File: config.mk
export PLATFORM = sky130hd
export DESIGN_NAME = tone_envelope
export DESIGN_NICKNAME = d
export VERILOG_FILES = /design/src/rtl/tinytone_pkg.sv /design/src/rtl/env_tick_gen.sv /design/src/rtl/tone_envelope.sv
export SDC_FILE = /design/constraint.sdc
export NUM_CORES = 1
export LEC_CHECK = 0
export ABC_AREA = 1
export CAP_MARGIN = 20
export CORE_MARGIN = 3
export CORE_UTILIZATION = 50
export DETAILED_ROUTE_END_ITERATION = 12
export GPL_TIMING_DRIVEN = 0
export PLACE_DENSITY = 0.69
export SLEW_MARGIN = 20
export SYNTH_ARGS = -nofsm -noshare
export SYNTH_HDL_FRONTEND = slang
export SYNTH_SLANG_ARGS = --single-unit
File: constraint.sdc
create_clock -name clk -period 3.3 [get_ports clk]
set_input_delay 0.66 -clock clk [delete_from_list [all_inputs] [get_ports clk]]
set_output_delay 0.66 -clock clk [all_outputs]
set_load 0.05 [all_outputs]
File: src/rtl/tinytone_pkg.sv
// Shared types for the tiny-tone voice: envelope FSM encodings and level width.
package tinytone_pkg;

    localparam int LEVEL_W = 8;

    typedef logic [LEVEL_W-1:0] level_t;

    localparam level_t LEVEL_MAX = 8'hFF;
    localparam level_t LEVEL_MIN = 8'h00;

    typedef enum logic [2:0] {
        ST_IDLE    = 3'd0,
        ST_ATTACK  = 3'd1,
        ST_DECAY   = 3'd2,
        ST_SUSTAIN = 3'd3,
        ST_RELEASE = 3'd4
    } env_state_t;

endpackage

File: src/rtl/env_tick_gen.sv
// Free-running divider producing a one-cycle envelope tick every TICK_DIV clocks.
module env_tick_gen #(
    parameter logic [23:0] TICK_DIV = 24'd9600
) (
    input  logic clk,
    input  logic rst_n,
    output logic tick_o
);

    // A divide-by-zero request behaves as divide-by-one (tick every cycle).
    localparam logic [23:0] DIV_EFF = (TICK_DIV == 24'd0) ? 24'd1 : TICK_DIV;
    localparam logic [23:0] LAST    = DIV_EFF - 24'd1;

    logic [23:0] count;

    assign tick_o = (count == LAST);

    // Count 0..DIV_EFF-1 and wrap on the tick cycle.
    always_ff @(posedge clk) begin
        if (!rst_n) begin
            count <= 24'd0;
        end else if (tick_o) begin
            count <= 24'd0;
        end else begin
            count <= count + 24'd1;
        end
    end

endmodule

File: src/rtl/tone_envelope.sv
// ADSR-style envelope that amplitude-modulates a square tone with a PWM gate.
module tone_envelope
    import tinytone_pkg::*;
#(
    parameter logic [23:0] TICK_DIV     = 24'd9600,
    parameter logic [7:0]  ATTACK_STEP  = 8'd16,
    parameter logic [7:0]  DECAY_STEP   = 8'd4,
    parameter logic [7:0]  SUSTAIN_LVL  = 8'd160,
    parameter logic [7:0]  RELEASE_STEP = 8'd2
) (
    input  logic       clk,
    input  logic       rst_n,
    input  logic       tone_i,
    input  logic       note_strb_i,
    input  logic       gate_i,
    output logic       sound_o,
    output logic [7:0] level_o,
    output logic [2:0] state_o,
    output logic       busy_o
);

    env_state_t state, next_state;
    level_t     level, next_level;
    logic       tick;
    logic [7:0] amp_cnt;
    logic       amp;
    logic       sound_p1;
    logic signed [LEVEL_W+1:0] decay_diff;
    logic signed [LEVEL_W+1:0] release_diff;

    // Saturating add through a 9-bit sum so the level never wraps past 255.
    function automatic level_t add_sat(input level_t a, input logic [7:0] b);
        logic [LEVEL_W:0] sum;
        sum = {1'b0, a} + {1'b0, b};
        return (sum >= {1'b0, LEVEL_MAX}) ? LEVEL_MAX : sum[LEVEL_W-1:0];
    endfunction

    // Two's-complement difference wide enough to go negative without wrapping.
    function automatic logic signed [LEVEL_W+1:0] sub_signed(input level_t a,
                                                             input logic [7:0] b);
        return $signed({2'b00, a}) - $signed({2'b00, b});
    endfunction

    env_tick_gen #(
        .TICK_DIV (TICK_DIV)
    ) u_tick (
        .clk    (clk),
        .rst_n  (rst_n),
        .tick_o (tick)
    );

    // Envelope state and level registers.
    always_ff @(posedge clk) begin
        if (!rst_n) begin
            state <= ST_IDLE;
            level <= LEVEL_MIN;
        end else begin
            state <= next_state;
            level <= next_level;
        end
    end

    // Next-state logic: a strobe pre-empts any tick-driven level update.
    always_comb begin
        next_state   = state;
        next_level   = level;
        decay_diff   = sub_signed(level, DECAY_STEP);
        release_diff = sub_signed(level, RELEASE_STEP);
        if (note_strb_i) begin
            if (gate_i) begin
                next_state = ST_ATTACK;
            end else if (state == ST_ATTACK || state == ST_DECAY || state == ST_SUSTAIN) begin
                next_state = ST_RELEASE;
            end
        end else if (tick) begin
            case (state)
                ST_ATTACK: begin
                    next_level = add_sat(level, ATTACK_STEP);
                    if (next_level == LEVEL_MAX) next_state = ST_DECAY;
                end
                ST_DECAY: begin
                    if (decay_diff <= $signed({2'b00, SUSTAIN_LVL})) begin
                        next_level = SUSTAIN_LVL;
                        next_state = ST_SUSTAIN;
                    end else begin
                        next_level = decay_diff[LEVEL_W-1:0];
                    end
                end
                ST_RELEASE: begin
                    if (release_diff <= 0) begin
                        next_level = LEVEL_MIN;
                        next_state = ST_IDLE;
                    end else begin
                        next_level = release_diff[LEVEL_W-1:0];
                    end
                end
                default: ;
            endcase
        end
    end

    // Amplitude PWM carrier: 0..254 so level 255 is always on.
    always_ff @(posedge clk) begin
        if (!rst_n) begin
            amp_cnt <= 8'd0;
        end else if (amp_cnt == 8'd254) begin
            amp_cnt <= 8'd0;
        end else begin
            amp_cnt <= amp_cnt + 8'd1;
        end
    end

    assign amp = (amp_cnt < level);

    // Output register: tone gated by amplitude, one cycle behind tone_i.
    always_ff @(posedge clk) begin
        if (!rst_n) begin
            sound_p1 <= 1'b0;
        end else begin
            sound_p1 <= tone_i & amp;
        end
    end

    assign sound_o = sound_p1;
    assign level_o = level;
    assign state_o = state;
    assign busy_o  = (state != ST_IDLE);

endmodule

# [Yosys cells after proc, flatten, opt, wreduce, memory -nomap -nowiden]
# Index checks and enable logic that the tools add are counted.
[totals] reg_bits=44 inputBits=5 output_inout_bits=13 elab_cells=50
[classes] n_addsub=5 order_cmp=4 eq_ne=11 mux=12 n_bitwise=3 reduce_logical=10
[op_table] operator="24-bit by 1-bit adder with 24-bit output (second input constant)" count=1
[op_table] operator="24-bit by 14-bit == test with 1-bit output (second input constant)" count=1
[op_table] operator="8-bit 2-to-1 mux" count=3
[op_table] operator="8-bit one-hot mux with 3 select lines" count=1
[op_table] operator="3-bit 2-to-1 mux" count=7
[op_table] operator="8-bit == test (second input constant)" count=2
[op_table] operator="8-bit by 5-bit adder with 9-bit output (second input constant)" count=1
[op_table] operator="9-bit by 8-bit >= comparator with 1-bit output (second input constant)" count=1
[op_table] operator="9-bit by 1-bit <= comparator with 1-bit output (second input constant)" count=1
[op_table] operator="9-bit <= comparator (second input constant)" count=1
[op_table] operator="3-bit one-hot mux with 3 select lines" count=1
[op_table] operator="8-bit by 2-bit subtractor with 9-bit output (second input constant)" count=1
[op_table] operator="8-bit by 3-bit subtractor with 9-bit output (second input constant)" count=1
[op_table] operator="8-bit by 1-bit adder with 8-bit output (second input constant)" count=1
[op_table] operator="8-bit < comparator" count=1
[op_table] operator="3-bit by 2-bit == test with 1-bit output (second input constant)" count=2
[op_table] operator="3-bit by 2-bit inequality test with 1-bit output (second input constant)" count=2
[op_table] operator="6-bit AND reduction" count=1
[op_table] operator="3-bit nonzero test" count=2
[op_table] operator="4-bit nonzero test" count=1
[op_table] operator="2-bit OR reduction" count=2
[op_table] operator="3-bit by 1-bit == test with 1-bit output (second input constant)" count=1
[op_table] operator="3-bit == test (second input constant)" count=1
[op_table] operator="3-bit by 1-bit inequality test with 1-bit output (second input constant)" count=1
[op_table] operator="6 further kinds" count=8

# [Depth between registers and ports, before layout]
[depth] depth_word=8 depth_mapped=18 depth_no_buf=17

# [Cells and area by module]
# Synthesis repeated with hierarchy kept, for this count alone.
[hier_totals] cells_unflattened=457 hier_area_um2=3126.7
[by_module_without_submodules] module="tone_envelope" instances=1 cells_each=252 area_each_um2=1690.4 seq_area_each_um2=400.4
[by_module_without_submodules] module="env_tick_gen" instances=1 cells_each=205 area_each_um2=1436.4 seq_area_each_um2=480.5

# [Worst setup path before layout]
# No wires, ideal clock.
[synth_timing] path_type="reg2reg" start="register level[5], in the netlist level_o[5]" end="register state[1], in the netlist state_o[1]" setup_time_ps=117 t_arrival_ps=2201 required_time_ps=3183 slack_ps=982 path_stages_with_launch=18 path_buffers=0 period_less_slack_ps=2318 path_cell_list="dfxtp_1 -> inv_1 -> ha_1 -> inv_1 -> nor2_1 -> nand2_1 -> nand2_1 -> nand2_1 -> nand2_1 -> nand2_1 -> o21ai_1 -> nand2_1 -> nand2_1 -> nand2_2 -> nand2_4 -> nand3_1 -> nand2_1 -> nor2_1"
[synth_via] elab_chain_len=6 word_cells_on_any_way=12 cone_classes="add/sub (3); order compare (3); eq/ne (4); mux (1); reduce/logical (1)"
[synth_lines] item="start, declared" line="tone_envelope.sv:23" source="level_t level, next_level;"
[synth_lines] item="start signal, assigned" line="tone_envelope.sv:59" source="level <= next_level;"
[synth_lines] item="8-bit by 5-bit adder with 9-bit output" line="tone_envelope.sv:34" source="sum = {1'b0, a} + {1'b0, b};"
[synth_lines] item="9-bit by 8-bit >= comparator with 1-bit output" line="tone_envelope.sv:35" source="return (sum >= {1'b0, LEVEL_MAX}) ? LEVEL_MAX : sum[LEVEL_W-1:0];"
[synth_lines] item="8-bit 2-to-1 mux" line="tone_envelope.sv:35"
[synth_lines] item="8-bit == test" line="tone_envelope.sv:79" source="if (next_level == LEVEL_MAX) next_state = ST_DECAY;"
[synth_lines] item="3-bit by 2-bit inequality test with 1-bit output (no line)"
[synth_lines] item="6-bit AND reduction (no line) *"
[synth_lines] item="end signal, assigned" line="tone_envelope.sv:58" source="state <= next_state;"
[synth_lines] item="end, declared" line="tone_envelope.sv:22" source="env_state_t state, next_state;"
# Every way passes the cells marked *; elsewhere a longest branch is shown, timed or not.
# A chain may end at the register's enable or synchronous reset.

# [Worst setup path in the final report]
[layout_timing] start="register level[5], in the netlist level_o[5]" end="output port level_o[5]"
[layout_rtl] item="end, declared" line="tone_envelope.sv:17" source="output logic [7:0] level_o,"
# No word-level cell between the ends.

==> reports/metrics.cfg <==
[status]
status=finished clean

[detailed_routing]
routed-wl-met2_um=2670
drt-wirelength-per-cell_um=12.1
finalWirelength_um=6250
met3_wirelength_um=230
drt_iter0_markers=202
viasPerCell=5.20
drt-met1-wl_um=3280
drtPass1Iterations=4
highest_layer=met4
ant_nets=0
num_vias=2692
drc_errors=0

[synthesis]
ys_seq_elements=44
synth_top_area_share_pct=31.1
ys_warn_count=0
synth_top_cell_by_area=dfxtp_1
synth_area_mm2=0.00283
syn_avg_cell_area_um2=6.68
syn_nets=448
syn_inst=424
yosysSeqAreaShare_pct=31.1
synth_area_leaders=dfxtp_1 31%, nand2_1 12%, ha_1 8.4%
ys_types=37

[clock_tree]
cts_made_buffers=5
ctsResizeCount=0
htreeDepth=2
post-cts-setup-buffer-count=0
clkTransAtPathRegs_ns=0.10
clk_latency_ns=0.30
cts_buffer_depth=2
ctsHoldBuffers=0
root_buffer=clkbuf_8
cts_tree=built
cts_sinks=44

[timing]
setup_violations=0
rsz0062_at_grt=no
fin_setup_tns_ns=0
max_freq_mhz=414
hold_violations=0
maxSlewHeadroom_pct=62.3
finalCritPeriodShare_pct=73.3
period_needed_ns=2.42
drv_slew=0
tightest_slew_ns=0.562
skew_ns=0.0172

[power]
ir_worst_vdd_mv=0.273
p_total_w=0.000978
p_int_w=0.000720
power_frac_comb_pct=10.4
power.switching_w=0.000258
clkPwrFrac_pct=33.5
swShare_pct=26.4
p_seq_share_pct=56.1
leakagePower_nw=1.34
power.density_mw_per_mm2=309

[hold_path]
hold_class=flop to flop
worst_hold_startpoint=u_tick.count[0]$_SDFF_PP0_

[critical_path]
cp_data_required_time_ns=2.64
critical-path-top-delay-family=buffers and inverters
cp.arrival_ns=1.76
crit_path_start=level_o[5]$_SDFFE_PN0P_
worstReg2RegStart=level_o[5]$_SDFFE_PN0P_
cp_num_buf_inv=1
critPathLaunchType=flop
crit_slowest_cell=clkdlybuf4s50_1
end_kind=output pin
crit_fanout=10
worstSetupPathType=flop to output pin
crit_chain=clkdlybuf4s50_1
slowest_delay_ns=0.89

[run]
max_cap_violations=0

[finish]
layout.nets=472
syn_to_final_growth_pct=12.0
fillers=512
mostFrequentLayoutCell=nand2_1
final_cell_mix=92 x nand2_1, 54 x nor2_1, 52 x inv_1, 44 x dfxtp_1, 27 x a21oi_1
antenna-diode-count=0
layout-drive-gt1-share_pct=8.26

[placement]
hpwl_um=4880
routabilityCongestion=0.893
io_buffers=17

[floorplan]
die_h_um=81.2
ios=18
core_area_mm2=0.00530
num_rows=26
die_x_um=81.2
initial_core_util_pct=53.4
die-area_mm2=0.00660

[global_route]
grt_max_degree=14
antenna_found_initial=0
grt-ovfl-total=0
grt_pass1_vias=2364
grt_usage_pct=20.4
grt_pass1_wl_um=10600

-- area by class of cell --
type	count	area, um^2	area share, %
inverters	57	214	6.75
well taps	70	87.6	2.76
plain buffers	6	38.8	1.22
repair buffers	17	170	5.37
clock inverters	2	12.5	0.395
clock buffers	5	68.8	2.17
flip-flops and latches	44	881	27.8
multi-input cells	317	1700	53.5
-- sequential cells by signal (all words and copies together), names as in the netlist --
register and cells:
level_o 8, state_o 3, sound_o 1, amp_cnt 8, u_tick.count 24
-- routing by layer --
layer  vias to the layer above  GRT usage, %
met2                        46          31.4
met4                         0          5.41
met1                      1207          29.5
li1                       1433             -
met5                         -             0
met3                         6          2.99
-- power by group through the flow --
| stage | Sequential (W) | Combinational [W] | Clock (W) |
|---|---|---|---|
| finish | 0.000549 | 0.000101 | 0.000328 |
| global route | 0.000551 | 0.000113 | 0.000359 |
| CTS | 0.000549 | 0.000102 | 0.000338 |
| detailed placement | 0.000561 | 0.000102 | 0 |
| global placement | 0.000561 | 0.000100 | 0 |
| floorplan | 0.000571 | 0.0000599 | 0 |
-- synth_stat cells (all sizes together) --
| cell type | number |
|---|---|
| a21o | 1 |
| a21oi | 27 |
| a221oi | 1 |
| a31oi | 2 |
| and2 | 1 |
| and3 | 1 |
| buf | 4 |
| clkbuf | 2 |
| dfxtp | 44 |
| ha | 19 |
| inv | 57 |
| nand2 | 100 |
| nand3 | 27 |
| nand4 | 12 |
| nor2 | 61 |
| nor3 | 13 |
| nor3b | 3 |
| nor4 | 3 |
| nor4b | 1 |
| o211a | 1 |
| o211ai | 2 |
| o21a | 5 |
| o21ai | 28 |
| or2 | 2 |
| xnor2 | 3 |
| xor2 | 4 |
-- metrics by stage --
stage               setup slack [ns]  std cells  hold slack (ns)  util (%)  instance area (um^2)
detailed placement             0.992        511            0.442      58.2                  3090
global placement                1.01        511            0.430      58.2                  3090
finish                         0.882        518            0.453      59.8                  3170
CTS                            0.876        518            0.457      59.8                  3170
floorplan                      0.982        424            0.418         -                  2830
global route                   0.694        518            0.485      59.8                  3170
-- logic make-up after synthesis --
group / count (synthesis) / synth area share [%]
buf+inv: 63 / 8.93
flops: 44 / 31.1
fa+ha+maj: 19 / 8.40
compound gates: 67 / 13.0
xor+xnor: 7 / 2.17
simple gates: 224 / 36.4
-- path summary, 6_finish.rpt --
path | to | slack, ns | cells past startpoint
min | u_tick.count[0]$_SDFF_PP0_ | 0.45 | 1
max reg2reg | state_o[1]$_SDFFE_PN0P_ | 0.91 | 17
max | level_o[5] | 0.88 | 1
min reg2reg | u_tick.count[0]$_SDFF_PP0_ | 0.45 | 1
Power figures use the tool's default switching activity.
